--- src/rtl/wb_port_sched_if.sv ---
// wb_port_sched_if
//   Writeback-side bundle between the W pipeline register / register file
//   and the writeback port scheduler. Signal suffixes are from the point of
//   view of the scheduler (slave modport).
//   W_stat_i   W-stage status (1 AOK, 2 HLT, 3 ADR, 4 INS)
//   W_icode_i  W-stage icode (1 = nop/bubble)
//   W_valE_i   ALU result
//   W_valM_i   memory read result
//   W_dstE_i   E destination reg id, 4'hF = none
//   W_dstM_i   M destination reg id, 4'hF = none
//   rf_we_o    register-file write enable
//   rf_addr_o  register-file write address
//   rf_data_o  register-file write data
//   wb_stall_o hold W register and all upstream stages
interface wb_port_sched_if #(
   parameter int unsigned DW = 64
);
   logic [3:0]    W_stat_i;
   logic [3:0]    W_icode_i;
   logic [DW-1:0] W_valE_i;
   logic [DW-1:0] W_valM_i;
   logic [3:0]    W_dstE_i;
   logic [3:0]    W_dstM_i;
   logic          rf_we_o;
   logic [3:0]    rf_addr_o;
   logic [DW-1:0] rf_data_o;
   logic          wb_stall_o;

   modport master (
      output W_stat_i, W_icode_i, W_valE_i, W_valM_i, W_dstE_i, W_dstM_i,
      input  rf_we_o, rf_addr_o, rf_data_o, wb_stall_o
   );

   modport slave (
      input  W_stat_i, W_icode_i, W_valE_i, W_valM_i, W_dstE_i, W_dstM_i,
      output rf_we_o, rf_addr_o, rf_data_o, wb_stall_o
   );
endinterface

--- src/rtl/wb_port_sched.sv ---
// wb_port_sched
//   Schedules Y86 writeback onto a single-write-port register file. An
//   instruction writing two distinct registers takes two cycles (E first,
//   then M) and stalls upstream during the first. Also latches the
//   architectural status, halts on any non-AOK status and counts retired
//   instructions (saturating).
//   clk_i          clock, rising edge
//   rst_i          synchronous reset, active-high
//   wb             writeback bundle (W_* in, rf_* / wb_stall out)
//   cpu_stat_o     architectural status, registered
//   halted_o       high once halted, registered
//   retire_cnt_o   retired-instruction count, registered, saturating
module wb_port_sched #(
   parameter int unsigned DW    = 64,
   parameter int unsigned CNT_W = 32
) (
   input  logic             clk_i,
   input  logic             rst_i,
   wb_port_sched_if.slave   wb,
   output logic [3:0]       cpu_stat_o,
   output logic             halted_o,
   output logic [CNT_W-1:0] retire_cnt_o
);

   localparam logic [3:0] STAT_AOK  = 4'd1;
   localparam logic [3:0] REG_NONE  = 4'hF;
   localparam logic [3:0] ICODE_NOP = 4'h1;

   typedef enum logic [1:0] {
      S_READY,
      S_SECOND,
      S_HALT
   } state_t;

   state_t           state_q,     state_d;
   logic [3:0]       pend_addr_q, pend_addr_d;
   logic [DW-1:0]    pend_data_q, pend_data_d;
   logic [3:0]       stat_q,      stat_d;
   logic             halted_q,    halted_d;
   logic [CNT_W-1:0] cnt_q,       cnt_d;
   logic             retire;
   logic             e_valid;
   logic             m_valid;

   assign e_valid = (wb.W_dstE_i != REG_NONE);
   assign m_valid = (wb.W_dstM_i != REG_NONE);

   always_comb begin
      state_d        = state_q;
      pend_addr_d    = pend_addr_q;
      pend_data_d    = pend_data_q;
      stat_d         = stat_q;
      halted_d       = halted_q;
      retire         = 1'b0;
      wb.rf_we_o     = 1'b0;
      wb.rf_addr_o   = '0;
      wb.rf_data_o   = '0;
      wb.wb_stall_o  = 1'b0;

      unique case (state_q)
         S_READY: begin
            if (wb.W_stat_i != STAT_AOK) begin
               stat_d   = wb.W_stat_i;
               halted_d = 1'b1;
               state_d  = S_HALT;
            end else if (e_valid && m_valid && (wb.W_dstE_i != wb.W_dstM_i)) begin
               // E goes out now; M is parked and written next cycle.
               wb.rf_we_o    = 1'b1;
               wb.rf_addr_o  = wb.W_dstE_i;
               wb.rf_data_o  = wb.W_valE_i;
               wb.wb_stall_o = 1'b1;
               pend_addr_d   = wb.W_dstM_i;
               pend_data_d   = wb.W_valM_i;
               state_d       = S_SECOND;
            end else begin
               // Same destination on both ports: the M value wins.
               if (m_valid) begin
                  wb.rf_we_o   = 1'b1;
                  wb.rf_addr_o = wb.W_dstM_i;
                  wb.rf_data_o = wb.W_valM_i;
               end else if (e_valid) begin
                  wb.rf_we_o   = 1'b1;
                  wb.rf_addr_o = wb.W_dstE_i;
                  wb.rf_data_o = wb.W_valE_i;
               end
               retire = (wb.W_icode_i != ICODE_NOP);
            end
         end
         S_SECOND: begin
            wb.rf_we_o   = 1'b1;
            wb.rf_addr_o = pend_addr_q;
            wb.rf_data_o = pend_data_q;
            retire       = 1'b1;
            state_d      = S_READY;
         end
         S_HALT: begin
         end
         default: begin
            state_d = S_READY;
         end
      endcase

      cnt_d = (retire && (cnt_q != '1)) ? cnt_q + CNT_W'(1) : cnt_q;

      // Reset suppresses the port so a parked M write is dropped, not issued.
      if (rst_i) begin
         wb.rf_we_o    = 1'b0;
         wb.wb_stall_o = 1'b0;
      end
   end

   always_ff @(posedge clk_i) begin
      if (rst_i) begin
         state_q     <= S_READY;
         pend_addr_q <= '0;
         pend_data_q <= '0;
         stat_q      <= STAT_AOK;
         halted_q    <= 1'b0;
         cnt_q       <= '0;
      end else begin
         state_q     <= state_d;
         pend_addr_q <= pend_addr_d;
         pend_data_q <= pend_data_d;
         stat_q      <= stat_d;
         halted_q    <= halted_d;
         cnt_q       <= cnt_d;
      end
   end

   assign cpu_stat_o   = stat_q;
   assign halted_o     = halted_q;
   assign retire_cnt_o = cnt_q;

endmodule

--- src/flat_wrapper.sv ---
// flat-port wrapper written by rule: the top's interface ports become plain ports
module wb_port_sched_flat 
#(
   parameter int unsigned DW    = 64,
   parameter int unsigned CNT_W = 32
)
  (clk_i, rst_i, cpu_stat_o, halted_o, retire_cnt_o, wb_W_stat_i, wb_W_icode_i, wb_W_valE_i, wb_W_valM_i, wb_W_dstE_i, wb_W_dstM_i, wb_rf_we_o, wb_rf_addr_o, wb_rf_data_o, wb_wb_stall_o);
  wb_port_sched_if #(.DW(DW)) wb_i ();
  input  logic clk_i;
  input  logic rst_i;
  output logic [3:0] cpu_stat_o;
  output logic halted_o;
  output logic [CNT_W-1:0] retire_cnt_o;
  input wire logic [$bits(wb_i.W_stat_i)-1:0] wb_W_stat_i;
  input wire logic [$bits(wb_i.W_icode_i)-1:0] wb_W_icode_i;
  input wire logic [$bits(wb_i.W_valE_i)-1:0] wb_W_valE_i;
  input wire logic [$bits(wb_i.W_valM_i)-1:0] wb_W_valM_i;
  input wire logic [$bits(wb_i.W_dstE_i)-1:0] wb_W_dstE_i;
  input wire logic [$bits(wb_i.W_dstM_i)-1:0] wb_W_dstM_i;
  output wire logic [$bits(wb_i.rf_we_o)-1:0] wb_rf_we_o;
  output wire logic [$bits(wb_i.rf_addr_o)-1:0] wb_rf_addr_o;
  output wire logic [$bits(wb_i.rf_data_o)-1:0] wb_rf_data_o;
  output wire logic [$bits(wb_i.wb_stall_o)-1:0] wb_wb_stall_o;
  assign wb_i.W_stat_i = wb_W_stat_i;
  assign wb_i.W_icode_i = wb_W_icode_i;
  assign wb_i.W_valE_i = wb_W_valE_i;
  assign wb_i.W_valM_i = wb_W_valM_i;
  assign wb_i.W_dstE_i = wb_W_dstE_i;
  assign wb_i.W_dstM_i = wb_W_dstM_i;
  assign wb_rf_we_o = wb_i.rf_we_o;
  assign wb_rf_addr_o = wb_i.rf_addr_o;
  assign wb_rf_data_o = wb_i.rf_data_o;
  assign wb_wb_stall_o = wb_i.wb_stall_o;
  wb_port_sched #(.DW(DW), .CNT_W(CNT_W)) u_core (.clk_i(clk_i), .rst_i(rst_i), .wb(wb_i), .cpu_stat_o(cpu_stat_o), .halted_o(halted_o), .retire_cnt_o(retire_cnt_o));
endmodule
--- config.mk ---
export PLATFORM = sky130hd
export DESIGN_NAME = wb_port_sched_flat
export DESIGN_NICKNAME = d
export VERILOG_FILES = /design/src/rtl/wb_port_sched_if.sv /design/src/rtl/wb_port_sched.sv /design/src/flat_wrapper.sv
export SDC_FILE = /design/constraint.sdc
export NUM_CORES = 1
export LEC_CHECK = 0
export BUFFER_PORTS_ARGS = -buffer_cell sky130_fd_sc_hd__buf_2
export CAP_MARGIN = 0
export CORE_MARGIN = 10
export CORE_UTILIZATION = 48
export CTS_BUF_LIST = sky130_fd_sc_hd__clkbuf_16
export DETAILED_ROUTE_END_ITERATION = 7
export PLACE_DENSITY_LB_ADDON = 0.05
export SYNTH_ARGS = -nofsm -noshare
export SYNTH_HDL_FRONTEND = slang
export SYNTH_SLANG_ARGS = --single-unit
export TNS_END_PERCENT = 30
--- constraint.sdc ---
create_clock -name clk_i -period 2.3 [get_ports clk_i]
set_input_delay 0.115 -clock clk_i [delete_from_list [all_inputs] [get_ports clk_i]]
set_output_delay 0.115 -clock clk_i [all_outputs]
set_load 0.01 [all_outputs]
---- Word level (Yosys, flattened, before mapping) ----
Index checks and enable logic that the tools add are counted.
operators by class
  bitwise gates (word level) .............. 2
  equal/unequal tests ..................... 9
  reductions and logical operators ........ 7
  mux-type cells .......................... 26
  add/sub/neg operators ................... 1
operators by type and width
  operator               number
  $mux 64                4
  $pmux 64 s2            1
  $add 32x1->32 const B  1
  $ne 32x32->1 const B   1
  $mux 4                 4
  $mux 1                 11
  $ne 4x1->1 const B     2
  $ne 4x4->1 const B     2
  $pmux 4 s2             1
  $mux 2                 2
  $ne 4x4->1             1
  $pmux 1 s2             2
  $pmux 2 s2             1
  $reduce_and 2->1       2
  $logic_and 1x1->1      3
  $ne 3x1->1 const B     1
  $reduce_and 3->1       1
  $eq 2x1->1 const B     1
  $eq 2x2->1 const B     1
  $logic_not 2->1        1
  $not 1->1              2
word-level totals
  word-level logic and storage cells ...... 51
  bits in registers ....................... 107

---- Longest topological paths before layout ----
Gate-level depths: netlist (run 1).
  depth in word-level cells ............... 7
  depth in mapped cells ................... 8
  depth with buffers taken out ............ 7

---- Least setup slack after synthesis (run 1) ----
Ideal clock, no wire load.
  path type ............................... register -> register
  from .................................... register u_core.cnt_q[3] (netlist: u_core.retire_cnt_o[3])
  to ...................................... register u_core.cnt_q[26] (netlist: u_core.retire_cnt_o[26])
  buffers on the path ..................... 0
  stages on the path, launching flop included .. 7
  arrival ................................. 1,967 ps
  setup time .............................. 70 ps
  path slack .............................. 262 ps
  clock period less this slack ............ 2,038 ps
  cell sequence ........................... dfxtp_1 -> nand4_2 -> or4_1 -> nor2_1 -> nand4b_4 -> or3_1 -> a21oi_1
on the way
  word-level cells in the longest chain between the ends .. 2
  elaborated cells on any way between the ends .. 3
  those cells by class .................... add/sub: 1; eq/ne: 1; reduce/logical: 1
RTL lines
  what                                                                   line                  RTL
  start, declared                                                        wb_port_sched.sv:40   logic [CNT_W-1:0] cnt_q, cnt_d;
  start signal, assigned                                                 wb_port_sched.sv:126  cnt_q <= cnt_d;
  parallel branches: the longest is 2 deep, another holds $add 32x1->32  n/a
Several ways; the timed one is not identified.
A chain may end at the register's enable or synchronous reset.

---- Worst setup path after layout (run 1) ----
  from .................................... register u_core.cnt_q[6] (netlist: u_core.retire_cnt_o[6])
  to ...................................... register u_core.cnt_q[26] (netlist: u_core.retire_cnt_o[26])
Same word-level chain as after synthesis.

==> results.yml, run 1 <==
clock_network:
  cts.sinks: 107
  clockBufferDepth: 2
  cts_made_buffers: 9
  clockRootBuffer: "clkbuf_16"
  insertion_delay_ps: 340
  clk_pin_slew_ps: 70
  post-cts-setup-buffers: 0
  tritoncts: "done"
  htree_levels: 3
routing:
  routed_wl_um: 18100
  wl_per_cell_um: 15.8
  drc: 0
  num_vias: 6056
  vias_per_cell: 5.30
  final_antenna_net_count: 0
  drtIter0Drc: 435
  dr.pass1.iters: 5
worst_setup_path:
  rr_worst_depth: 6
  critPathKind: "reg -> reg"
  rrSetupSlack_ps: 150
  crit_end: "u_core.retire_cnt_o[26]"
  cp-end-kind: "register"
  rr_startpoint: "u_core.retire_cnt_o[6]"
  critPathMaxFanout: 7
  crit_path_start: "u_core.retire_cnt_o[6]"
  cp-start-kind: "register"
  reg2reg_to: "u_core.retire_cnt_o[26]"
  crit_required_ps: 2570
  arrival_ps: 2420
floorplanning:
  die_area_um2: 16500
  die_x_um: 128
  io_pins: 253
  start_util: 0.492
  fp.coreArea_um2: 11500
  row_count: 39
  die_height_um: 128
timing:
  hold_viol_final: 0
  min_period_ps: 2150
  finalSetupViolCount: 0
  relSlewSlack: 0.568
  tightest_slew_ps: 647
  fmax_mhz: 465
  drv_slew: 0
  rsz0062_at_grt: "no"
  fin_crit_sh: 0.936
  fin_skew_ps: 7.21
  tns_ps: 0
  whs_ps: 18.0
finish:
  antennaDiodeCount: 0
  drive_gt1_frac: 0.305
  multi_input_area_um2: 3300
  nets: 1142
  syn_to_final_growth_pct: 32.8
  register_area_um2: 2140
  fillCellCount: 1093
yosys:
  ys_seq_area_frac: 0.380
  synth_edf_count: 0
  async_reset_ff_frac: 0
  synth_cell_types: 38
  yosys_register_bits: 107
  synthCells: 761
  ys.flop_type: "dfxtp_1"
  synth_common_cells: "nand2_1, dfxtp_1, a21oi_1"
  synth_nets: 908
  synth_area_leaders: "dfxtp_1, nand2_1, mux2i_1, a21oi_1, o21ai_0"
  mappedNetlistArea_um2: 5640
  yosysMostFrequentCell: "nand2_1"
  synth_area_leader_cell: "dfxtp_1"
  synth_top_area_share: 0.380
  yosys_warnings: 0
  synth.avg_cell_area_um2: 7.42
pwr:
  peakVddDrop_uv: 327
  p_per_area_nw_per_um2: 513
  power_w: 0.00385
  p_leak_nw: 3.62
outcome:
  status: "finished clean"
grt:
  overflow: 0
  antenna_found_initial: 0
  grt_pass1_vias: 5631
  grt_use_total: 0.203
  grt_pass1_wl_um: 28200
  grt_max_degree: 68
place:
  dpl.hpwl_um: 13600
  gp_congestion: 0.799
  io_buffer_count: 252
worst_hold_path:
  hold_class: "in -> reg"
flow_run:
  drv_cap: 0
state kept, by name, indices dropped and copies added (netlist names):
name	count
u_core.pend_addr_q	4
u_core.pend_data_q	64
u_core.retire_cnt_o	32
u_core.cpu_stat_o	4
u_core.state_q	2
u_core.halted_o	1
per-layer routing:
layer  track usage  part of all wire
met3        0.0616             0.085
met4        0.0417            0.0092
met5             0                 0
met2         0.355              0.50
met1         0.241              0.40
worst min-delay path by stage:
stage	start	endpoint	slack [ps]	cells after the start
after global routing	wb_W_valM_i[16]	u_core.pend_data_q[16]	20	3
after global placement	wb_W_valM_i[9]	u_core.pend_data_q[9]	370	3
final	wb_W_valM_i[1]	u_core.pend_data_q[1]	20	3
after CTS	wb_W_valM_i[1]	u_core.pend_data_q[1]	10	3
after floorplan	wb_W_dstM_i[0]	u_core.pend_addr_q[0]	250	2
after detailed placement	wb_W_valM_i[1]	u_core.pend_data_q[1]	370	3
cell type report:
type                       instances  area share
clock buffer                       9      0.0300
clock inverter                     7     0.00901
inverter                           3     0.00150
multi-input combinational        597       0.441
sequential                       107       0.286
tap                              143      0.0239
timing repair buffer             277       0.209
what timing repair did:
| item | 4_1_cts | 5_1_grt |
|---|---|---|
| pin swaps | 0 | 1 |
| endpoints found under the setup margin | 10 | 55 |
| hold buffers | 0 | 0 |
| gates resized for setup | 1 | 4 |
through the flow:
step,setup WS (ps),std cells,util,instance area [um2]
finish,148,1143,0.654,7500
CTS,18.4,1143,0.653,7490
floorplan,262,761,-,5640
global placement,215,1127,0.627,7190
detailed placement,174,1127,0.627,7190
global route,2.24,1143,0.654,7500
worst max-delay path, cell delays in order, from the launching register on:
cell and delay [ps]:
dfxtp_1 390, nand4_2 210, or4_1 640, nor2_2 180, nand4b_4 150, or3_1 360
a21oi_1 160
placed cells by master, fill, tap and decap left out, types with 4 or more instances in the layout:
cell       instances
a21oi_1           79
and3_1             9
buf_12             9
buf_2            251
buf_4             16
clkbuf_16          9
dfxtp_1          106
mux2i_1           64
nand2_1          216
nand3_1           22
nand4_1           16
nor2_1            43
nor3_1             5
o21ai_0           69
o221ai_1           4
or3_1              6
xor2_1            27
cell families (layout without fill, tap and decap cells):
logic type / Yosys count / in the layout / share of synthesized area
AOI/OAI and AO/OA: 161 / 161 / 0.152
muxes: 64 / 64 / 0.113
buffers and inverters: 57 / 296 / 0.0406
and+or+nand+nor: 341 / 341 / 0.266
xor gates and xnor gates: 30 / 30 / 0.0466
DFF: 107 / 107 / 0.380
adders and majority gates: 1 / 1 / 0.00222
power by group:
group          leakage, nW  total [W]  internal, W  switching [W]
Combinational         2.61   0.000446     0.000220       0.000226
Sequential           0.865    0.00189      0.00187      0.0000138
Clock                0.141    0.00151     0.000841       0.000672
Total                 3.62    0.00385      0.00294       0.000912
No activity file was read; power rests on OpenSTA's default activity.
==> run 2, diff against run 1 <==
ABC_AREA = 1   (was default)
CORE_UTILIZATION = 49   (was 48)
==> run 2 against run 1 <==
Non-clock buffer count up 2. Synthesized cell count up 27%. Die area up 6.2%. Critical path type is now reg -> out. Critical endpoint is now wb_rf_data_o[21].
==> results.yml, run 2 <==
outcome:
  status: "finished clean"
finish:
  final_cell_mix: "buf_2, a21oi_1, nand2_1"
  layout_commonest_cell: "buf_2"
  regMostFlops: "u_core.pend_data_q"
  fin_util: 0.659
  largest_reg_flops: 64
  syn_to_final_growth_pct: 30.1
  instances_no_fill: 1363
  drive_gt1_frac: 0.257
  nets: 1333
timing:
  relSlewSlack: 0.540
  fmax_mhz: 461
  hold_viol_final: 0
  tightest_slew_ps: 690
  fin_skew_ps: 7.58
  setup_ws_ps: 129
  fin_crit_sh: 0.944
  rsz0062_at_grt: "no"
  drv_slew: 0
  tns_ps: 0
  finalSetupViolCount: 0
  min_period_ps: 2170
yosys:
  async_reset_ff_frac: 0
  ys_seq_area_frac: 0.346
  yosysMostFrequentCell: "a21oi_1"
  synth_area_leaders: "dfxtp_1, a21oi_1, o21ai_0, nand2_1, inv_1"
  yosys_warnings: 0
  synth.avg_cell_area_um2: 6.40
  synth_edf_count: 0
  mappedNetlistArea_um2: 6190
  synth_cell_types: 28
  synth_top_area_share: 0.346
  synthCells: 966
  synth_nets: 1113
  synth_common_cells: "a21oi_1, nand2_1, o21ai_0"
  synth_area_leader_cell: "dfxtp_1"
  ys.flop_type: "dfxtp_1"
  yosys_register_bits: 107
place:
  pre_cts_ws_ps: 340
  dpl.hpwl_um: 16700
  dp_cells: 1337
  io_buffer_count: 252
  gp_congestion: 1.01
worst_setup_path:
  critPathMaxFanout: 17
  cp-start-kind: "register"
  crit_required_ps: 2180
  rr_startpoint: "u_core.retire_cnt_o[1]"
  cpPeakStageDelay_ps: 340
  critPathKind: "reg -> out"
  rrSetupSlack_ps: 340
  reg2reg_to: "u_core.retire_cnt_o[4]"
  rr_worst_depth: 9
  path_common_cell: "inv_2"
  cp_slowest_cell: "dfxtp_1"
  arrival_ps: 2060
  crit_chain: "nor2_4, nand4_1, inv_2, o21ai_2, inv_2, buf_6, o21ai_0, o22ai_1, buf_2"
  cp-end-kind: "primary output"
routing:
  routed_wl_um: 23500
  drtIter0Drc: 520
  wl_per_cell_um: 17.3
  vias_per_cell: 5.46
  final_antenna_net_count: 0
  dr.pass1.iters: 6
  drc: 0
  num_vias: 7445
floorplanning:
  fp.coreArea_um2: 12200
  die_height_um: 132
  row_count: 40
  die_area_um2: 17500
  io_pins: 253
  die_x_um: 132
  start_util: 0.507
clock_network:
  insertion_delay_ps: 360
  clockRootBuffer: "clkbuf_16"
  cts.sinks: 107
  clk_pin_slew_ps: 70
  htree_levels: 3
  cts_made_buffers: 9
  clockBufferDepth: 2
  tritoncts: "done"
  cts_hold_buf: 0
pwr:
  p_per_area_nw_per_um2: 506
  power_w: 0.00407
  p_leak_nw: 3.43
  peakVddDrop_uv: 347
flow_run:
  drv_cap: 0
grt:
  grt_max_degree: 72
  antenna_found_initial: 6
  overflow: 0
  grt_pass1_wl_um: 36500
  grt_pass1_vias: 7194
  grt_use_total: 0.248
worst_hold_path:
  hold_class: "in -> reg"
  min_path_cells: 3
  hold-path-endpoint: "u_core.cpu_stat_o[3]"
  hold_start: "wb_W_stat_i[3]"
run 2: cell count changes after synthesis, moves of 32 or more:
cell,delta
a21oi_1,+90
inv_1,+106
mux2i_1,-64
nand2_1,-54
nand3_1,+32
o21ai_0,+67
o22ai_1,+64
run 2: kinds of logic (layout without fill, tap and decap cells):
logic type                 count (synthesis)  in the layout  share of synthesized area
AOI/OAI and AO/OA                        372            372                      0.315
xor gates and xnor gates                  15             15                     0.0212
adders and majority gates                  1              1                    0.00202
buffers and inverters                    180            405                      0.118
DFF                                      107            107                      0.346
other                                      0              4                          0
and+or+nand+nor                          291            291                      0.197
run 2: final cells by class:
| type | instances | area (um2) |
|---|---|---|
| clock buffers | 9 | 225 |
| inverters | 110 | 413 |
| multi-input cells | 679 | 3340 |
| fillers | 1248 | 4160 |
| clock inverters | 7 | 85.1 |
| diodes | 4 | 10.0 |
| flip-flops and latches | 107 | 2140 |
| well taps | 168 | 210 |
| repair buffers | 279 | 1630 |
run 2: worst max-delay path by stage:
stage                                      start                 endpoint  slack (ps)  cells after the start
final                          u_core.state_q[0]         wb_rf_data_o[21]         130                      9
after global routing           u_core.state_q[0]          wb_rf_data_o[8]          10                      9
after CTS                      u_core.state_q[1]          wb_rf_data_o[8]         -50                      9
after detailed placement       u_core.state_q[1]          wb_rf_data_o[8]         340                      9
after global placement         u_core.state_q[1]          wb_rf_data_o[8]         390                      9
after floorplan           u_core.retire_cnt_o[0]  u_core.retire_cnt_o[13]         470                      9
run 2: timing repair:
item | 4_1_cts | 5_1_grt
pin swaps | 0 | 3
resized for setup | 0 | 4
setup buffers | 0 | 1
endpoints found under the setup margin | 1 | 69
gates cloned | 0 | 5
run 2: metal layers:
| layer | routed length [um] | part of all wire | up-vias | GRT usage |
|---|---|---|---|---|
| li1 | - | - | 3698 | - |
| met1 | 9250 | 0.39 | 3395 | 0.277 |
| met2 | 11600 | 0.49 | 292 | 0.422 |
| met3 | 1890 | 0.080 | 58 | 0.0835 |
| met4 | 773 | 0.033 | 2 | 0.104 |
| met5 | 12 | 0.00051 | - | 0 |
run 2: power breakdown:
part           switching, W  total, W  internal (W)
logic              0.000308  0.000526      0.000218
registers         0.0000115   0.00190       0.00189
clock network      0.000704   0.00165      0.000944
total               0.00102   0.00407       0.00305
run 2: worst max-delay path, delay by kind of cell, from the launching register on:
| kind | cells | cell delay [ps] |
|---|---|---|
| AOI/OAI and AO/OA | 3 | 290 |
| buffers and inverters | 4 | 790 |
| DFF | 1 | 340 |
| and+or+nand+nor | 2 | 280 |
run 2: stage by stage:
step | hold WS [ps] | instance area, um2
6_report | 26.8 | 8050
5_1_grt | 34.8 | 8050
4_1_cts | 19.9 | 7910
3_5_place_dp | 395 | 7600
3_3_place_gp | 392 | 7600
2_1_floorplan | 262 | 6190
==> run 3, diff against run 2 <==
BUFFER_PORTS_ARGS = -buffer_cell sky130_fd_sc_hd__buf_4   (was -buffer_cell sky130_fd_sc_hd__buf_2)
==> run 3 against run 2 <==
Worst hold slack gained 4.6 ps. Sequential power about the same. Clock skew is 2.2 ps lower. Design area up 8.5%. Via count increased by 0.94%. Global-route usage rose by 0.44 points. Register-to-register slack got worse by 130 ps. Combinational power rose by 15%. Routed wire length increased by 3.2%. Clock power down 4%. Fmax fell by 1.5%. Die area unchanged.
==> results.yml, run 3 (synthesis results as in run 2) <==
clock_network:
  post-cts-setup-buffers: 0
  htree_levels: 3
  cts_made_buffers: 9
  insertion_delay_ps: 360
  tritoncts: "done"
  cts.sinks: 107
  clockBufferDepth: 2
  clockRootBuffer: "clkbuf_16"
  clk_pin_slew_ps: 70
timing:
  fin_skew_ps: 5.38
  min_period_ps: 2200
  drv_slew: 0
  fin_crit_sh: 0.958
  rsz0062_at_grt: "yes"
  finalSetupViolCount: 0
  setup_ws_ps: 97.4
  tightest_slew_ps: 785
  hold_viol_final: 0
  relSlewSlack: 0.477
  fmax_mhz: 454
pwr:
  power_w: 0.00409
  peakVddDrop_uv: 315
  p_clk_frac: 0.388
  p_leak_nw: 3.58
  p_per_area_nw_per_um2: 468
  power.share.combinational: 0.148
  p_int_w: 0.00302
  power_frac_seq: 0.464
  p_sw_frac: 0.260
  switchingPower_w: 0.00106
grt:
  grt_max_degree: 72
  grt_pass1_wl_um: 36600
  overflow: 0
  antenna_found_initial: 0
  grt_pass1_vias: 6928
  grt_use_total: 0.253
worst_setup_path:
  crit_required_ps: 2180
  cp_slowest_cell: "dfxtp_2"
  arrival_ps: 2090
  rrSetupSlack_ps: 210
  critPathKind: "reg -> out"
  rr_worst_depth: 9
  cpPeakStageDelay_ps: 340
  critPathMaxFanout: 6
  reg2reg_to: "u_core.retire_cnt_o[19]"
  crit_chain: "nor2_4, nand4_1, inv_2, o21ai_1, inv_4, buf_12, o21ai_0, o22ai_1, buf_4"
  rr_startpoint: "u_core.retire_cnt_o[1]"
  cp-end-kind: "primary output"
  cp-start-kind: "register"
floorplanning:
  start_util: 0.507
  die_x_um: 132
  die_area_um2: 17500
  io_pins: 253
  row_count: 40
  fp.coreArea_um2: 12200
  die_height_um: 132
routing:
  drc: 0
  drtIter0Drc: 740
  final_antenna_net_count: 0
  num_vias: 7515
  wl_per_cell_um: 17.7
  routed_wl_um: 24300
  dr.pass1.iters: 5
  vias_per_cell: 5.49
flow_run:
  drv_cap: 0
finish:
  layout_commonest_cell: "buf_4"
  largest_reg_flops: 64
  regMostFlops: "u_core.pend_data_q"
  register_area_um2: 2140
  drive_gt1_frac: 0.265
  syn_to_final_growth_pct: 41.2
  fin_util: 0.715
  instances_no_fill: 1368
  multi_input_area_um2: 3340
  fillCellCount: 1083
  nets: 1342
  final_cell_mix: "buf_4, a21oi_1, nand2_1"
  antennaDiodeCount: 0
outcome:
  status: "finished clean"
place:
  pre_cts_ws_ps: 248
  dpl.hpwl_um: 17000
  io_buffer_count: 252
  dp_cells: 1347
  gp_congestion: 1.00
worst_hold_path:
  hold_start: "wb_W_stat_i[3]"
  min_path_cells: 3
  hold_class: "in -> reg"
  hold-path-endpoint: "u_core.cpu_stat_o[3]"
[run 3: power by group through the flow]
stage,registers (W),clock network [W],logic [W]
5_1_grt,0.00190,0.00167,0.000660
3_3_place_gp,0.00194,0,0.000582
2_1_floorplan,0.00194,0,0.000264
4_1_cts,0.00190,0.00159,0.000593
6_report,0.00190,0.00158,0.000605
3_5_place_dp,0.00194,0,0.000588
[run 3: worst max path at each step]
stage | start | to | slack, ps | depth (start not counted)
finish | u_core.state_q[0] | wb_rf_data_o[8] | 100 | 9
floorplan | u_core.retire_cnt_o[0] | u_core.retire_cnt_o[13] | 470 | 9
CTS | u_core.state_q[1] | wb_rf_data_o[49] | -30 | 9
detailed placement | u_core.retire_cnt_o[1] | u_core.retire_cnt_o[19] | 250 | 9
global route | u_core.state_q[0] | wb_rf_addr_o[1] | -20 | 8
global placement | u_core.state_q[1] | wb_rf_data_o[59] | 360 | 9
[run 3: layout make-up]
class                           count  area share
Inverter                          110      0.0476
Tap cell                          168      0.0241
Sequential cell                   107       0.245
Multi-Input combinational cell    679       0.383
Clock inverter                      7     0.00773
Timing Repair Buffer              288       0.267
Clock buffer                        9      0.0258
[run 3: stage by stage]
step	instance area, um2	hold slack (ps)	TNS (ps)
after floorplan	6190	262	0
after global placement	8290	395	0
after detailed placement	8290	402	0
after CTS	8620	25.5	-748
after global routing	8740	40.4	-39.5
final	8740	31.5	0
[run 3: critical path, delay by kind of cell, from the launching register on]
| kind | cells | cell delay [ps] |
|---|---|---|
| AOI/OAI and AO/OA | 3 | 420 |
| and+or+nand+nor | 2 | 330 |
| DFF | 1 | 340 |
| buffers and inverters | 4 | 650 |
[run 3: timing repair]
item                       CTS  global route
setup endpoints to repair    4            69
hold buffers                 0             0
cloned                       1             4
resized for setup            0            10
pin swaps                    0             3
[run 3: routing by layer]
metal	track usage	wire length, um	vias to the layer above
met3	0.0713	1920	67
met2	0.427	12000	324
li1	-	-	3718
met5	0	0	-
met1	0.287	9410	3406
met4	0.119	974	0
